===== config.mk =====
export PLATFORM = sky130hd
export DESIGN_NAME = game_flow_control_flat
export DESIGN_NICKNAME = d
export VERILOG_FILES = /design/src/rtl/game_flow_if.sv /design/src/rtl/game_flow_control.sv /design/src/flat_wrapper.sv
export SDC_FILE = /design/constraint.sdc
export NUM_CORES = 1
export LEC_CHECK = 0
export BUFFER_PORTS_ARGS = -buffer_cell sky130_fd_sc_hd__buf_4
export CAP_MARGIN = 15
export CELL_PAD_IN_SITES_DETAIL_PLACEMENT = 0
export CELL_PAD_IN_SITES_GLOBAL_PLACEMENT = 1
export CORE_AREA = 4 4 93 95
export CTS_BUF_LIST = sky130_fd_sc_hd__clkbuf_4
export DETAILED_ROUTE_END_ITERATION = 16
export DIE_AREA = 0 0 97 99
export GPL_ROUTABILITY_DRIVEN = 1
export PLACE_DENSITY = 0.76
export REMOVE_ABC_BUFFERS = 1
export SLEW_MARGIN = 10
export SYNTH_ARGS = -nofsm -noshare
export SYNTH_HDL_FRONTEND = slang
export SYNTH_SLANG_ARGS = --single-unit

===== constraint.sdc =====
create_clock -name clk -period 3.9 [get_ports clk]
set_clock_uncertainty 0.1 [all_clocks]
set_input_delay 0.78 -clock clk [delete_from_list [all_inputs] [get_ports clk]]
set_output_delay 0.78 -clock clk [all_outputs]
set_load 0.03 [all_outputs]

===== src/rtl/game_flow_if.sv =====
// game_flow_if: bundles the playfield/video-side signals of game_flow_control.
//   master : drives frame strobe, key, life/score and the three screen pixels;
//            observes start, screenSel, win, highScore, newHighScore, RGB_out.
//   slave  : the game sequencer itself (mirror directions).
interface game_flow_if;
  logic        startOfFrame;
  logic        keyStartIsPressed;
  logic [3:0]  life;
  logic [15:0] score;
  logic [7:0]  RGB_screen_start;
  logic [7:0]  RGB_screen_main;
  logic [7:0]  RGB_screen_end;
  logic        start;
  logic [1:0]  screenSel;
  logic        win;
  logic [15:0] highScore;
  logic        newHighScore;
  logic [7:0]  RGB_out;

  modport master (
    output startOfFrame, keyStartIsPressed, life, score,
           RGB_screen_start, RGB_screen_main, RGB_screen_end,
    input  start, screenSel, win, highScore, newHighScore, RGB_out
  );

  modport slave (
    input  startOfFrame, keyStartIsPressed, life, score,
           RGB_screen_start, RGB_screen_main, RGB_screen_end,
    output start, screenSel, win, highScore, newHighScore, RGB_out
  );
endinterface


===== src/rtl/game_flow_control.sv =====
// game_flow_control: top-level game sequencer START -> MAIN -> END -> START.
//   clk, reset : single clock, synchronous active-high reset
//   bus        : game_flow_if.slave
//     in : startOfFrame, keyStartIsPressed, life, score, RGB_screen_{start,main,end}
//     out: start (1-cycle launch pulse), screenSel (registered state),
//          win / newHighScore (valid in END), highScore, RGB_out (registered mux)
// Build option: define GAME_FLOW_ATTRACT_EN to make an idle START screen fall
// through to END after 600 frames (attract loop).
module game_flow_control #(
  parameter logic [15:0] WIN_SCORE    = 16'd999,
  parameter int          GUARD_FRAMES = 2,
  parameter int          END_FRAMES   = 180
) (
  input  logic         clk,
  input  logic         reset,
  game_flow_if.slave   bus
);
  typedef enum logic [1:0] {S_START = 2'd0, S_MAIN = 2'd1, S_END = 2'd2} state_e;

  localparam int GW = (GUARD_FRAMES < 1) ? 1 : $clog2(GUARD_FRAMES + 1);
  localparam int EW = (END_FRAMES < 2) ? 1 : $clog2(END_FRAMES);

  state_e        state_q, state_d;
  logic          key_prev_q;
  logic [GW-1:0] guard_q, guard_d;
  logic [EW-1:0] end_q, end_d;
  logic          start_q, start_d;
  logic [1:0]    sel_q;
  logic          win_q, win_d;
  logic          nhs_q, nhs_d;
  logic [15:0]   hs_q, hs_d;
  logic [7:0]    rgb_q, rgb_d;

  logic press, guard_full;
  logic to_main, to_end, to_start, win_now;

  // Only the rising edge of the key acts; key_prev resets high so a key held
  // through reset is not seen as a press.
  assign press      = bus.keyStartIsPressed & ~key_prev_q;
  assign guard_full = (guard_q == GW'(GUARD_FRAMES));

`ifdef GAME_FLOW_ATTRACT_EN
  localparam int ATTRACT_FRAMES = 600;
  logic [9:0] attract_q, attract_d;
  logic       attract_done;
  assign attract_done = bus.startOfFrame && (attract_q == 10'(ATTRACT_FRAMES - 1));
`else
  logic       attract_done;
  assign attract_done = 1'b0;
`endif

  // State register and all datapath registers
  always_ff @(posedge clk) begin
    if (reset) begin
      state_q    <= S_START;
      key_prev_q <= 1'b1;
      guard_q    <= '0;
      end_q      <= '0;
      start_q    <= 1'b0;
      sel_q      <= 2'd0;
      win_q      <= 1'b0;
      nhs_q      <= 1'b0;
      hs_q       <= '0;
      rgb_q      <= '0;
    end else begin
      state_q    <= state_d;
      key_prev_q <= bus.keyStartIsPressed;
      guard_q    <= guard_d;
      end_q      <= end_d;
      start_q    <= start_d;
      sel_q      <= state_q;
      win_q      <= win_d;
      nhs_q      <= nhs_d;
      hs_q       <= hs_d;
      rgb_q      <= rgb_d;
    end
  end

`ifdef GAME_FLOW_ATTRACT_EN
  always_ff @(posedge clk) begin
    if (reset) attract_q <= '0;
    else       attract_q <= attract_d;
  end
`endif

  // Next-state logic
  always_comb begin
    to_main  = 1'b0;
    to_end   = 1'b0;
    to_start = 1'b0;
    win_now  = 1'b0;
    state_d  = state_q;
    case (state_q)
      S_START: begin
        if (press)             to_main = 1'b1;
        else if (attract_done) to_end  = 1'b1;
      end
      S_MAIN: begin
        // life/score are stale until the playfield has seen GUARD_FRAMES frames
        if (bus.startOfFrame && guard_full) begin
          if (bus.score >= WIN_SCORE) begin
            to_end  = 1'b1;
            win_now = 1'b1;
          end else if (bus.life == 4'd0) begin
            to_end  = 1'b1;
          end
        end
      end
      S_END: begin
        if (press || (bus.startOfFrame && end_q == EW'(END_FRAMES - 1)))
          to_start = 1'b1;
      end
      default: to_start = 1'b1;
    endcase
    if (to_main)  state_d = S_MAIN;
    if (to_end)   state_d = S_END;
    if (to_start) state_d = S_START;
  end

  // Output / datapath next values
  always_comb begin
    start_d = to_main;

    guard_d = guard_q;
    if (to_main)
      guard_d = '0;
    else if (state_q == S_MAIN && bus.startOfFrame && !guard_full)
      guard_d = guard_q + 1'b1;

    end_d = end_q;
    if (to_end)
      end_d = '0;
    else if (state_q == S_END && bus.startOfFrame)
      end_d = end_q + 1'b1;

    // Result flags are latched on entry to END (attract entry gives 0/0)
    // and held until START is re-entered.
    win_d = win_q;
    nhs_d = nhs_q;
    hs_d  = hs_q;
    if (to_end) begin
      win_d = win_now;
      nhs_d = 1'b0;
      if (state_q == S_MAIN && bus.score > hs_q) begin
        hs_d  = bus.score;
        nhs_d = 1'b1;
      end
    end
    if (to_start) begin
      win_d = 1'b0;
      nhs_d = 1'b0;
    end

    case (state_q)
      S_MAIN:  rgb_d = bus.RGB_screen_main;
      S_END:   rgb_d = bus.RGB_screen_end;
      default: rgb_d = bus.RGB_screen_start;
    endcase
  end

`ifdef GAME_FLOW_ATTRACT_EN
  always_comb begin
    attract_d = attract_q;
    if (state_q != S_START || press)
      attract_d = '0;
    else if (bus.startOfFrame)
      attract_d = attract_q + 1'b1;
  end
`endif

  assign bus.start        = start_q;
  assign bus.screenSel    = sel_q;
  assign bus.win          = win_q;
  assign bus.highScore    = hs_q;
  assign bus.newHighScore = nhs_q;
  assign bus.RGB_out      = rgb_q;
endmodule


===== src/flat_wrapper.sv =====
// flat-port wrapper written by rule: the top's interface ports become plain ports
module game_flow_control_flat 
#(
  parameter logic [15:0] WIN_SCORE    = 16'd999,
  parameter int          GUARD_FRAMES = 2,
  parameter int          END_FRAMES   = 180
)
  (clk, reset, bus_startOfFrame, bus_keyStartIsPressed, bus_life, bus_score, bus_RGB_screen_start, bus_RGB_screen_main, bus_RGB_screen_end, bus_start, bus_screenSel, bus_win, bus_highScore, bus_newHighScore, bus_RGB_out);
  game_flow_if bus_i ();
  input  logic clk;
  input  logic reset;
  input wire logic [$bits(bus_i.startOfFrame)-1:0] bus_startOfFrame;
  input wire logic [$bits(bus_i.keyStartIsPressed)-1:0] bus_keyStartIsPressed;
  input wire logic [$bits(bus_i.life)-1:0] bus_life;
  input wire logic [$bits(bus_i.score)-1:0] bus_score;
  input wire logic [$bits(bus_i.RGB_screen_start)-1:0] bus_RGB_screen_start;
  input wire logic [$bits(bus_i.RGB_screen_main)-1:0] bus_RGB_screen_main;
  input wire logic [$bits(bus_i.RGB_screen_end)-1:0] bus_RGB_screen_end;
  output wire logic [$bits(bus_i.start)-1:0] bus_start;
  output wire logic [$bits(bus_i.screenSel)-1:0] bus_screenSel;
  output wire logic [$bits(bus_i.win)-1:0] bus_win;
  output wire logic [$bits(bus_i.highScore)-1:0] bus_highScore;
  output wire logic [$bits(bus_i.newHighScore)-1:0] bus_newHighScore;
  output wire logic [$bits(bus_i.RGB_out)-1:0] bus_RGB_out;
  assign bus_i.startOfFrame = bus_startOfFrame;
  assign bus_i.keyStartIsPressed = bus_keyStartIsPressed;
  assign bus_i.life = bus_life;
  assign bus_i.score = bus_score;
  assign bus_i.RGB_screen_start = bus_RGB_screen_start;
  assign bus_i.RGB_screen_main = bus_RGB_screen_main;
  assign bus_i.RGB_screen_end = bus_RGB_screen_end;
  assign bus_start = bus_i.start;
  assign bus_screenSel = bus_i.screenSel;
  assign bus_win = bus_i.win;
  assign bus_highScore = bus_i.highScore;
  assign bus_newHighScore = bus_i.newHighScore;
  assign bus_RGB_out = bus_i.RGB_out;
  game_flow_control #(.WIN_SCORE(WIN_SCORE), .GUARD_FRAMES(GUARD_FRAMES), .END_FRAMES(END_FRAMES)) u_core (.clk(clk), .reset(reset), .bus(bus_i));
endmodule

=== Word level (Yosys, flattened, before mapping) ===
Index checks and enable logic that the tools add are counted.

* Register bits: 42
* Input port bits: 48
* Output and inout port bits: 29
* Word-level logic and storage cells: 53

* $add $sub $neg: 2
* Magnitude comparators: 2
* Equal/unequal tests: 4
* Muxes and demuxes: 15
* Bitwise operators: 2
* Reductions and logical operators: 17

{| class="wikitable"
|+ Operators with widths
! operator !! number
|-
| greater-or-equal comparator 16 x 10 -> 1 bit, second input constant || 1
|-
| greater-than comparator 16 bit || 1
|-
| one-hot mux 8 bit (2 select lines) || 1
|-
| 2-to-1 mux 1 bit || 11
|-
| adder 8 x 1 -> 8 bit, second input constant || 1
|-
| equality test 8 bit, second input constant || 1
|-
| OR reduction 2 bit || 4
|-
| logical AND 1 bit || 6
|-
| equality test 2 bit, second input constant || 2
|-
| logical NOT 4 bit || 1
|-
| 2-to-1 mux 2 bit || 2
|-
| OR reduction 3 bit || 1
|-
| adder 2 x 1 -> 2 bit, second input constant || 1
|-
| equality test 2 x 1 -> 1 bit, second input constant || 1
|-
| logical NOT 2 bit || 1
|-
| one-hot mux 1 bit (2 select lines) || 1
|-
| AND reduction 2 bit || 1
|-
| nonzero test 2 bit || 1
|-
| AND 1 bit || 1
|-
| logical NOT 1 bit || 1
|-
| logical OR 1 bit || 1
|-
| inverter 1 bit || 1
|}

=== Logic depth before layout (Yosys ltp) ===
Gate-level depths: netlist of the first run.

* Word-level depth: 6
* Mapped depth: 10
* Mapped depth without buffers: 8

=== Worst setup path before layout of the first run ===
Ideal clock, no wire load.

* Kind: input-to-reg
* Start: input bus_score[14]
* End: register u_core.hs_q[10], in the netlist u_core.bus.highScore[10]
* Library setup time: 0.072 ns
* Arrival: 2.515 ns
* Data required time: 3.728 ns
* Setup slack: 1.214 ns
* Stages: 9
* Buffers on the path: 2
* Cells stage by stage: ha_1 -> nand4_1 -> or4_1 -> a21oi_1 -> a211o_1 -> o221a_4 -> buf_6 -> buf_12 -> mux2i_1

* Longest elaborated chain between the ends: 5
* Elaborated cells on any way between the ends: 7
* Those cells by class: order compare (2); mux (3); reduce/logical (2)

{| class="wikitable"
|+ RTL lines
! element !! line !! text
|-
| from (decl) || flat_wrapper.sv:15 || <nowiki>input wire logic [$bits(bus_i.score)-1:0] bus_score;</nowiki>
|-
| greater-or-equal comparator 16 x 10 -> 1 bit || game_flow_control.sv:101 || <nowiki>if (bus.score >= WIN_SCORE) begin</nowiki>
|-
| 2-to-1 mux 1 bit || game_flow_control.sv:101 ||
|-
| 2-to-1 mux 1 bit || game_flow_control.sv:100 || <nowiki>if (bus.startOfFrame && guard_full) begin</nowiki>
|-
| 2-to-1 mux 1 bit || - ||
|-
| AND reduction 2 bit (no source line) (*) || - ||
|-
| to (signal assigned) || game_flow_control.sv:74 || <nowiki>hs_q <= hs_d;</nowiki>
|-
| to (decl) || game_flow_control.sv:31 || <nowiki>logic [15:0] hs_q, hs_d;</nowiki>
|}

Mark *: on every way between the ends. The rest lies on a longest branch, timed or not.
A chain may end at the register's enable or synchronous reset.

=== Final worst setup path of the first run ===
* Start: input bus_score[14]
* End: register u_core.hs_q[2], in the netlist u_core.bus.highScore[2]

The elaborated chain is that of the path after synthesis.

==> impl_metrics.ini, run 1 <==
[worst_setup_path]
required_ns = 4.09
path_buf_inv = 1
cp_max_fo = 17
path_cells = buf_4 -> ha_1 -> nand4_1 -> or4_1 -> a21oi_1 -> a211o_1 -> o221a_4 -> mux2i_1
crit_slowest_cell = or4_1
critPathArrivalTime_ns = 2.81
crit_family = compound AO/OA/AOI/OAI gates
critical_path_class = in -> reg
cp.depth = 8
startpoint_type = input port
critPathCaptureType = flop
r2r_cells = 8
slowest_delay_ns = 0.53

[synthesis]
ys_ff_latch = 42
syn_avg_cell_area_um2 = 8.99
ys_seq_area_frac = 0.370
async_reset_ff_frac = 0
synth_flop_cell = dfxtp_1
synth_warnings = 0
syn_inst = 253
yosysUniqueCellTypes = 40
syn-cell-area_um2 = 2270
synth-edff-count = 0

[sta]
max_freq_mhz = 382
setup_viol = 0
min_period_over_period = 0.671
maxSlewViolCount = 0
worst_pin_slew_ns = 0.521
rsz0062_at_grt = false
fin_crit_ns = 2.62
slew_headroom = 0.653
setup_tns_ns = 0
hold_viol = 0

[clock_tree]
cts.htree.levels = 2
cts_tree = done
post_cts_resized = 0
clk_path_buf_depth = 2
hold_buffers = 0
clk_pin_slew_ns = 0.15
clkSinkCount = 42
root_buffer = clkbuf_4
postCtsSetupBuffers = 0
cts_buffers = 5
worstSkewPairLatency_ns = 0.36

[grt]
gr-usage-all-layers = 0.116
grt_start_max_net_pins = 49
antenna_found_initial = 0
grt_pass1_vias = 1939
grt_pass1_wl_mm = 9.18
grt_overflow = 0

[power]
p_sw_w = 0.000221
swShare = 0.278
pwr-share-seq = 0.554
pwr-share-clk = 0.281
peakVddDrop_mv = 0.156
p_int_w = 0.000575
powerDensity_nw_per_um2 = 269
p_leak_nw = 1.19
combPwrFrac = 0.164

[placed_design]
dp_hpwl_mm = 4.18
place.gp.congestion = 0.768
io_buffer_count = 76
place_inst = 419

[job]
maxCapViolCount = 0

[layout]
antennaDiodeCount = 0
layout.nets = 393
fillers = 799
drive_above_1_share = 0.274
syn_to_final_growth_pct = 30.3
final_cells = 427

[route]
drt_wl_total_mm = 5.40
remaining_drc_errors = 0
drt-initial-drc-count = 46
route.antenna.remaining_nets = 0
avgViaCountPerCell = 4.58
vias = 1957
first_pass_iters = 4
avgRoutedWirePerCell_um = 12.6

[floorplan]
fp-row-count = 32
core_area_um2 = 7730
start_util = 0.294
die_x_um = 97
ios = 77
die_h_um = 99
die_area_um2 = 9600

[hold_path]
holdPathStages = 2
hp-class = reg -> reg

[run_status]
status = complete, no violations
cells in the final DEF (no fill, tap or decap), drive strengths merged, types with 2 or more instances in the layout:
cell type  instances
nand4              4
xnor2              4
clkbuf             5
a211oi             9
mux2i             16
o21ai              2
nor2              23
buf               76
clkinv             2
nand2             11
xor2               4
ha                21
nand3              8
nand2b            33
and3               2
a21oi              8
or4                3
inv               20
nor3               3
a22oi              9
a211o              2
dfxtp             42
logic make-up after synthesis:
group / after synthesis / share of synthesized area
flops: 42 / 0.370
fa+ha+maj: 21 / 0.116
mux: 16 / 0.0704
buf+inv: 32 / 0.0633
xor+xnor: 8 / 0.0308
simple gates: 95 / 0.225
compound gates: 39 / 0.125
path summary, 6_finish.rpt:
| check | startpoint | end | slack (ns) |
|---|---|---|---|
| min | u_core.end_q[1] | u_core.end_q[1] | 0.39 |
| max reg2reg | u_core.bus.highScore[14] | u_core.bus.highScore[2] | 1.40 |
| max | bus_score[14] | u_core.bus.highScore[2] | 1.28 |
| min reg2reg | u_core.end_q[1] | u_core.end_q[1] | 0.39 |
power by group through the flow:
stage	clock, W	sequential [W]	combinational [W]
floorplan	0	0.000466	0.0000462
global placement	0	0.000451	0.000131
detailed placement	0	0.000451	0.000133
CTS	0.000240	0.000442	0.000133
global route	0.000261	0.000443	0.000147
finish	0.000224	0.000442	0.000131
through the flow:
step	worst slack (ns)	hold WS [ns]	area (um2)	total power, W	util
3_3_place_gp	0.987	0.364	2900	0.000582	0.376
2_1_floorplan	1.27	0.353	2200	0.000512	-
6_report	1.28	0.387	2960	0.000797	0.383
3_5_place_dp	0.935	0.368	2900	0.000584	0.376
4_1_cts	1.29	0.387	2960	0.000816	0.383
5_1_grt	1.14	0.418	2960	0.000850	0.383
tightest hold or removal path: stages, from the launching register on:
cell and delay, ns:
dfxtp_1 0.35, nand2_1 0.06, a21oi_1 0.05
synth_stat cells (2+ instances only):
cell       n  area share
a211o_1    2      0.0077
a211oi_1   9       0.030
a21oi_1    8       0.018
a22oi_1    9       0.030
and3_1     2      0.0055
clkbuf_1  10       0.017
dfxtp_1   42        0.37
ha_1      21        0.12
inv_1     20       0.033
mux2i_1   16       0.070
nand2_1   11       0.018
nand2b_1  33       0.091
nand3_1    8       0.018
nand4_1    4       0.011
nor2_1    23       0.038
nor3_1     3      0.0066
o21ai_0    2      0.0044
or4_1      2      0.0066
xnor2_1    4       0.015
xor2_1     4       0.015
flip-flops by register name, summed over array words and instances (netlist names):
name / flops
u_core.guard_q: 2
u_core.bus.RGB_out: 8
u_core.bus.screenSel: 2
u_core.bus.start: 1
u_core.key_prev_q: 1
u_core.end_q: 8
u_core.bus.highScore: 16
u_core.bus.win: 1
u_core.bus.newHighScore: 1
u_core.state_q: 2
metal layers:
| layer | up-vias | global-route usage | part of all wire |
|---|---|---|---|
| met5 | - | 0 | 0 |
| met4 | 0 | 0.0194 | 0.0026 |
| met3 | 2 | 0.0531 | 0.089 |
| met2 | 62 | 0.191 | 0.46 |
| met1 | 878 | 0.140 | 0.45 |
| li1 | 1015 | - | - |
layout make-up:
cell class / count / area, um2 / area share
Tap cell: 102 / 128 / 0.0431
Multi-Input combinational cell: 179 / 1290 / 0.435
Clock inverter: 3 / 21.3 / 0.00718
Inverter: 20 / 75.1 / 0.0253
Sequential cell: 42 / 841 / 0.284
Timing Repair Buffer: 76 / 571 / 0.193
Clock buffer: 5 / 37.5 / 0.0127
No activity file was read; power rests on OpenSTA's default activity.
==> inputs of run 2 (changes only) <==
clock period = 2.5 ns   (was 3.9 ns; I/O delays follow)
==> impl_metrics.ini, run 2 (synthesis gave the netlist of run 1 again) <==
[placed_design]
place.gp.congestion = 0.726
dp_hpwl_mm = 4.42
pre_cts_ws_ns = -0.0479
io_buffer_count = 76
dpl-instance-area_um2 = 3030

[floorplan]
core_area_um2 = 7730
die_x_um = 97
die_h_um = 99
ios = 77
die_area_um2 = 9600
fp-row-count = 32
start_util = 0.294

[sta]
rsz0062_at_grt = false
hold_viol = 0
min_period_over_period = 0.927
maxSlewViolCount = 0
setup_viol = 0
final.setup.worst_slack_ns = 0.183
slew_headroom = 0.640
worst_pin_slew_ns = 0.535
fin_crit_ns = 2.32
max_freq_mhz = 432

[clock_tree]
clkSinkCount = 42
cts_tree = done
root_buffer = clkbuf_4
clk_pin_slew_ns = 0.12
cts_buffers = 5
clk_path_buf_depth = 2
worstSkewPairLatency_ns = 0.36
cts.htree.levels = 2

[route]
first_pass_iters = 4
drt_wl_total_mm = 5.61
avgRoutedWirePerCell_um = 12.7
drt-initial-drc-count = 45
vias = 1987
remaining_drc_errors = 0
avgViaCountPerCell = 4.50
route.antenna.remaining_nets = 0

[power]
peakVddDrop_mv = 0.197
p_leak_nw = 1.28
powerDensity_nw_per_um2 = 400

[layout]
syn_to_final_growth_pct = 36.7
multiInputGateArea_um2 = 1300
layout.nets = 408
seq_area_um2 = 847
drive_above_1_share = 0.324
antennaDiodeCount = 0
final_cell_mix = buf_4, dfxtp_1, nand2b_1
post-route-cell-area_um2 = 3110
mostFrequentLayoutCell = buf_4
fillers = 777
largest_reg_flops = 16

[worst_setup_path]
rrSetupSlack_ns = 0.18
critPathCaptureType = flop
critPathArrivalTime_ns = 2.51
startpoint_type = flop
r2r-end = u_core.bus.highScore[4]
crit_start = u_core.bus.highScore[7]
cp_max_fo = 8
critical_path_class = reg -> reg
reg2reg_from = u_core.bus.highScore[7]
r2r_cells = 9
required_ns = 2.69

[grt]
grt_overflow = 0
grt_pass1_wl_mm = 9.30
grt_start_max_net_pins = 49
antenna_found_initial = 0
gr-usage-all-layers = 0.116
grt_pass1_vias = 2022

[run_status]
status = complete, no violations

[hold_path]
min-delay-start = bus_keyStartIsPressed
holdPathStages = 2
hp-class = in -> reg
min_to = u_core.key_prev_q

[job]
maxCapViolCount = 0
==> run 2: worst max-delay path by stage <==
stage | endpoint | slack [ns] | cells past startpoint
after floorplan | u_core.bus.highScore[0] | 0.05 | 8
after global placement | u_core.end_q[1] | -0.03 | 6
after detailed placement | u_core.bus.highScore[9] | -0.05 | 9
after CTS | u_core.bus.highScore[4] | 0.09 | 9
after global routing | u_core.bus.highScore[9] | 0.05 | 9
final | u_core.bus.highScore[4] | 0.18 | 9
==> run 2: report_power, final <==
group	internal, W	switching (W)	total, W
Sequential	0.000684	0.00000472	0.000688
Clock	0.000117	0.000226	0.000343
Combinational	0.000110	0.000103	0.000213
==> run 2: cell type report <==
type                            count  area share
Multi-Input combinational cell    179       0.417
Sequential cell                    42       0.273
Timing Repair Buffer               91       0.228
Tap cell                          102      0.0411
Inverter                           20      0.0242
Clock buffer                        6      0.0145
Clock inverter                      2     0.00282
==> run 2: repair_timing <==
action | 4_1_cts | 5_1_grt
setup endpoints to repair | 0 | 16
hold buffers | 0 | 0
setup buffers | 0 | 2
gates resized for setup | 0 | 7
hold endpoints to repair | 0 | 0
==> run 2: stage by stage <==
stage	instances	utilization	hold WS (ns)	TNS (ns)	power, W
after floorplan	241	-	0.353	0	0.000799
after global placement	432	0.392	0.363	-0.0317	0.000917
after detailed placement	432	0.392	0.378	-0.330	0.000919
after CTS	440	0.398	0.235	0	0.00127
after global routing	442	0.402	0.229	0	0.00131
final	442	0.402	0.251	0	0.00124
==> run 2: critical path, cell delays in order (launching register included) <==
cell,delay [ns]
dfxtp_1,0.37
inv_1,0.05
ha_1,0.29
nand2_1,0.10
or4_4,0.55
a21oi_2,0.11
a211o_1,0.12
o221a_4,0.24
buf_12,0.14
mux2i_1,0.18
==> run 2: layer usage <==
metal | global-route usage | wire [um] | up-vias
li1 | - | - | 1044
met1 | 0.140 | 2530 | 879
met2 | 0.199 | 2610 | 57
met3 | 0.0425 | 427 | 7
met4 | 0.0292 | 40 | 0
met5 | 0 | 0 | -
